**config.mk**
```make
export PLATFORM = sky130hd
export DESIGN_NAME = overload_guard
export DESIGN_NICKNAME = d
export VERILOG_FILES = /design/src/rtl/overload_guard.sv
export SDC_FILE = /design/constraint.sdc
export NUM_CORES = 1
export LEC_CHECK = 0
export ABC_AREA = 1
export BUFFER_PORTS_ARGS = -buffer_cell sky130_fd_sc_hd__buf_2
export CORE_MARGIN = 8
export CORE_UTILIZATION = 50
export DETAILED_ROUTE_END_ITERATION = 8
export PLACE_DENSITY = 0.77
export SKIP_CTS_REPAIR_TIMING = 1
export SYNTH_ARGS = -nofsm -noshare
export SYNTH_HDL_FRONTEND = slang
export SYNTH_SLANG_ARGS = --single-unit
```
**constraint.sdc**
```tcl
create_clock -name clk -period 1.5 [get_ports clk]
set_input_delay 0.075 -clock clk [delete_from_list [all_inputs] [get_ports clk]]
set_output_delay 0.075 -clock clk [all_outputs]
set_load 0.02 [all_outputs]
```
**src/rtl/overload_guard.sv**
```systemverilog
// Overload guard: debounces the weight-limit flag, holds the car and doors during overload,
// periodically re-samples the weight latch. Optional buzzer built when OVERLOAD_BUZZER_EN is defined.
module overload_guard #(
    parameter int unsigned DEBOUNCE_CYCLES  = 4,
    parameter int unsigned RECHECK_CYCLES   = 16,
    parameter int unsigned SETTLE_CYCLES    = 2,
    parameter int unsigned BUZZ_HALF_PERIOD = 4,
    parameter int unsigned COUNT_WIDTH      = 8
) (
    input  logic                   clk,
    input  logic                   reset,
    input  logic                   weight_limit_exceeded,
    output logic                   weight_flip_reset,
    output logic                   motion_inhibit,
    output logic                   door_hold_open,
    output logic                   buzzer,
    output logic                   overload_active,
    output logic [COUNT_WIDTH-1:0] overload_count
);

    localparam int unsigned MAX_DR  = (DEBOUNCE_CYCLES > RECHECK_CYCLES) ? DEBOUNCE_CYCLES : RECHECK_CYCLES;
    localparam int unsigned MAX_T   = (MAX_DR > SETTLE_CYCLES) ? MAX_DR : SETTLE_CYCLES;
    localparam int unsigned TIMER_W = $clog2(MAX_T + 1);

    localparam logic [TIMER_W-1:0] DEB_LAST     = TIMER_W'(DEBOUNCE_CYCLES - 1);
    localparam logic [TIMER_W-1:0] RECHECK_LAST = TIMER_W'(RECHECK_CYCLES - 1);
    localparam logic [TIMER_W-1:0] SETTLE_LAST  = TIMER_W'(SETTLE_CYCLES - 1);

    typedef enum logic [2:0] {
        ST_NORMAL   = 3'd0,
        ST_QUALIFY  = 3'd1,
        ST_OVERLOAD = 3'd2,
        ST_RESAMPLE = 3'd3,
        ST_SETTLE   = 3'd4
    } state_t;

    state_t               state_q, state_d;
    logic [TIMER_W-1:0]   timer_q, timer_d;
    logic [COUNT_WIDTH-1:0] count_q, count_d;
    logic                 active_d;
    logic                 qualify_hit;
    logic                 active_q, inhibit_q, flip_q;

    // Next-state and shared timer
    always_comb begin
        state_d = state_q;
        timer_d = timer_q;
        case (state_q)
            ST_NORMAL: begin
                if (weight_limit_exceeded) begin
                    if (DEBOUNCE_CYCLES == 1) begin
                        state_d = ST_OVERLOAD;
                        timer_d = '0;
                    end else begin
                        state_d = ST_QUALIFY;
                        timer_d = TIMER_W'(1);
                    end
                end
            end
            ST_QUALIFY: begin
                if (!weight_limit_exceeded) begin
                    state_d = ST_NORMAL;
                    timer_d = '0;
                end else if (timer_q == DEB_LAST) begin
                    state_d = ST_OVERLOAD;
                    timer_d = '0;
                end else begin
                    timer_d = timer_q + TIMER_W'(1);
                end
            end
            ST_OVERLOAD: begin
                if (timer_q == RECHECK_LAST) begin
                    state_d = ST_RESAMPLE;
                    timer_d = '0;
                end else begin
                    timer_d = timer_q + TIMER_W'(1);
                end
            end
            ST_RESAMPLE: begin
                state_d = ST_SETTLE;
                timer_d = '0;
            end
            ST_SETTLE: begin
                if (timer_q == SETTLE_LAST) begin
                    state_d = weight_limit_exceeded ? ST_OVERLOAD : ST_NORMAL;
                    timer_d = '0;
                end else begin
                    timer_d = timer_q + TIMER_W'(1);
                end
            end
            default: begin
                state_d = ST_NORMAL;
                timer_d = '0;
            end
        endcase
    end

    // Only fresh qualifications count; re-entry from SETTLE does not
    always_comb begin
        active_d    = state_d inside {ST_OVERLOAD, ST_RESAMPLE, ST_SETTLE};
        qualify_hit = (state_d == ST_OVERLOAD) &&
                      ((state_q == ST_NORMAL) || (state_q == ST_QUALIFY));
        count_d     = count_q;
        if (qualify_hit && (count_q != {COUNT_WIDTH{1'b1}})) begin
            count_d = count_q + COUNT_WIDTH'(1);
        end
    end

    // State, timer and outputs decoded from the next state so they line up with the state register
    always_ff @(posedge clk) begin
        if (reset) begin
            state_q   <= ST_NORMAL;
            timer_q   <= '0;
            count_q   <= '0;
            active_q  <= 1'b0;
            inhibit_q <= 1'b0;
            flip_q    <= 1'b0;
        end else begin
            state_q   <= state_d;
            timer_q   <= timer_d;
            count_q   <= count_d;
            active_q  <= active_d;
            inhibit_q <= (state_d != ST_NORMAL);
            flip_q    <= (state_d == ST_RESAMPLE);
        end
    end

    assign overload_active   = active_q;
    assign door_hold_open    = active_q;
    assign motion_inhibit    = inhibit_q;
    assign weight_flip_reset = flip_q;
    assign overload_count    = count_q;

`ifdef OVERLOAD_BUZZER_EN
    localparam int unsigned BUZZ_W = (BUZZ_HALF_PERIOD > 1) ? $clog2(BUZZ_HALF_PERIOD) : 1;
    localparam logic [BUZZ_W-1:0] BUZZ_LAST = BUZZ_W'(BUZZ_HALF_PERIOD - 1);

    logic [BUZZ_W-1:0] buzz_cnt_q;
    logic              buzz_q;

    // Phase restarts only on a fresh qualification, free-runs through re-sample cycles
    always_ff @(posedge clk) begin
        if (reset) begin
            buzz_cnt_q <= '0;
            buzz_q     <= 1'b0;
        end else if (!active_d) begin
            buzz_cnt_q <= '0;
            buzz_q     <= 1'b0;
        end else if (qualify_hit) begin
            buzz_cnt_q <= '0;
            buzz_q     <= 1'b1;
        end else if (buzz_cnt_q == BUZZ_LAST) begin
            buzz_cnt_q <= '0;
            buzz_q     <= ~buzz_q;
        end else begin
            buzz_cnt_q <= buzz_cnt_q + BUZZ_W'(1);
        end
    end

    assign buzzer = buzz_q;
`else
    localparam logic BUZZ_OFF = (BUZZ_HALF_PERIOD == 0) ? 1'b0 : 1'b0;

    assign buzzer = BUZZ_OFF;
`endif

endmodule

```
==> results.toml <==
[floorplanning]
die_h_um = 62.85
rows = 17
io_pins = 16
floorplan.initialDensity = 0.5108
fp.dieArea_um2 = 3949
core_um2 = 2148
die_x_um = 62.85

[finish]
drive_gt1_frac = 0.2235
fin_nets = 188
synthToLayoutAreaGrowth_pct = 14.71
layout.cells.non_filler = 207
antenna_cells = 0

[clocking]
clock_latency_ps = 290
cts_buffer_depth = 2
htreeDepth = 1
cts.sinks = 19
clockRootBuffer = "clkbuf_4"
tritoncts = "yes"
clkTransAtPathRegs_ps = 100
numCtsBuffers = 3

[timing]
final.setup_skew_ps = 0.8884
fin_crit_sh = 0.9099
finalSetupViolations = 0
rsz0062_at_grt = "false"
fmax_mhz = 732.7
drv_slew = 0
tns_ps = 0
hold_viol = 0
min_period_ps = 1365

[synthesis]
synth.top_cell.area_share = 0.3466
synthFlopType = "dfxtp_1"
async_flop_share = 0
postSynthCellCount = 163
synth-edff-count = 0
ys_types = 24
synth-compound-area-share = 0.07526
ys_ff_latch = 19
synth_top_area_cell = "dfxtp_1"
synth_common_cells = "nand2_1, inv_1, dfxtp_1"
synth_fa_ha_area_frac = 0.05701
syn_area_per_cell_um2 = 6.732
seq_area_frac_synth = 0.3466
yosys_warnings = 0
synth_top_family_by_area = "simple AND/OR/NAND/NOR gates"
netlist_area_um2 = 1097
synth-xor-area-share = 0.02395
syn_nets = 171
yosysMostFrequentCell = "nand2_1"
synthTopCellsByArea = "dfxtp_1, nand2_1, inv_1, ha_1, a21oi_1"
synth.area.mux_share = 0
synth-simple-area-share = 0.3774

[critical_path]
cp_max_fo = 4
r2r_end = "timer_q[3]"
crit_path_end_kind = "flip-flop"
slowest_delay_ps = 370
critPathArrivalTime_ps = 1590
cp-start-kind = "flip-flop"
worstSetupPathType = "flip-flop to flip-flop"
r2r.worst_path.cells = 9
cp.required_ps = 1730
timing.critical_path.mode_cell = "nand2_1"
cp_cell_sequence = "buf_4 -> ha_1 -> inv_1 -> nor2_1 -> nand2_1 -> nand2_1 -> nand3_2 -> nand2_1 -> a21oi_2"
crit_slowest_cell = "dfxtp_4"
critical_path.reg2reg.startpoint = "timer_q[0]"
reg2reg_slack_ps = 140

[power]
power.density_nw_per_um2 = 660.4
peakVddDrop_uv = 469.4
total_power_mw = 0.8313
p_leak_nw = 0.6248

[routing]
drtIter0Drc = 80
viasPerCell = 4.860
route.detailed.drc = 0
postRouteAntennaNets = 0
avgRoutedWirePerCell_um = 10.81
wl_um = 2238
vias = 1006
dr.pass1.iters = 4

[grt]
grt_pass1_wl_um = 3870
overflow = 0
grt_max_degree = 12
grtUsageTotal = 0.1177
antenna_found_initial = 0
grt_pass1_vias = 953

[placement]
io_buffers = 14
hpwl_um = 1741
dp.cells = 202
globalplace.congestion = 0.8532

[status]
status = "finished clean"

[flow_run]
drv_cap = 0

[min_path]
hold_start = "reset"
min_to = "overload_count[1]"
hold_path_depth = 2
hp-class = "input port to flip-flop"
==> worst max-delay path, delay by kind of cell (launching register included) <==
family          cells  cell delay [ps]
flops               1              370
buf+inv             2              200
fa+ha+maj           1              180
simple gates        5              440
compound gates      1              120
==> how the worst max path moves through the flow <==
stage,from,endpoint,cells after the start,slack [ps]
after global routing,timer_q[0],timer_q[0],9,20
after detailed placement,timer_q[0],timer_q[3],9,6
after CTS,timer_q[0],timer_q[3],9,2
after floorplan,overload_count[1],overload_count[0],8,90
after global placement,timer_q[0],timer_q[0],9,80
final,timer_q[0],timer_q[3],9,140
==> state kept, by name (all words and copies together) (netlist names) <==
| register | flops |
|---|---|
| door_hold_open | 1 |
| motion_inhibit | 1 |
| overload_count | 8 |
| state_q | 3 |
| timer_q | 5 |
| weight_flip_reset | 1 |
==> cells by family after synthesis <==
logic type	count (synthesis)
xor+xnor	3
compound gates	16
buf+inv	32
fa+ha+maj	5
simple gates	87
other cells	1
flops	19
==> per-stage QoR <==
step | cell area [um^2] | util | setup slack [ps] | hold slack, ps
after global routing | 1259 | 0.5859 | 20.54 | 72.32
final | 1259 | 0.5859 | 135.2 | 88.55
after CTS | 1210 | 0.5632 | 1.778 | 74.24
after floorplan | 1097 | - | 90.60 | 279.8
after detailed placement | 1184 | 0.5510 | 6.169 | 399.2
after global placement | 1184 | 0.5510 | 76.10 | 391.7
==> final cells by class <==
type                            instances  area, um^2
Timing Repair Buffer                   15       77.57
Multi-Input combinational cell        112       620.6
Clock buffer                            4       26.28
Tap cell                               28       35.03
Fill cell                             210       889.6
Inverter                               29       108.9
Sequential cell                        19       390.4
==> cell usage in the layout, fill, tap and decap left out, drive strengths merged, types with 4 or more instances in the layout <==
cell type | netlist | layout
a21oi | 11 | 11
buf | 2 | 15
clkbuf | 1 | 4
dfxtp | 19 | 19
ha | 5 | 5
inv | 29 | 29
nand2 | 55 | 55
nand3 | 12 | 12
nor2 | 14 | 14
o21ai | 4 | 4
==> per-layer routing <==
metal / up-vias / global-route usage / routed length (um)
li1: 531 / - / -
met2: 21 / 0.2070 / 1112
met3: 4 / 0.03763 / 102
met5: - / 0 / 0
met1: 450 / 0.1181 / 984
met4: 0 / 0.07123 / 40
==> where the power goes <==
part	switching [mW]	leakage, nW	internal, mW
Combinational	0.0453	0.454	0.0216
Sequential	0.00777	0.156	0.510
Clock	0.143	0.0150	0.103
Power figures use the tool's default switching activity.
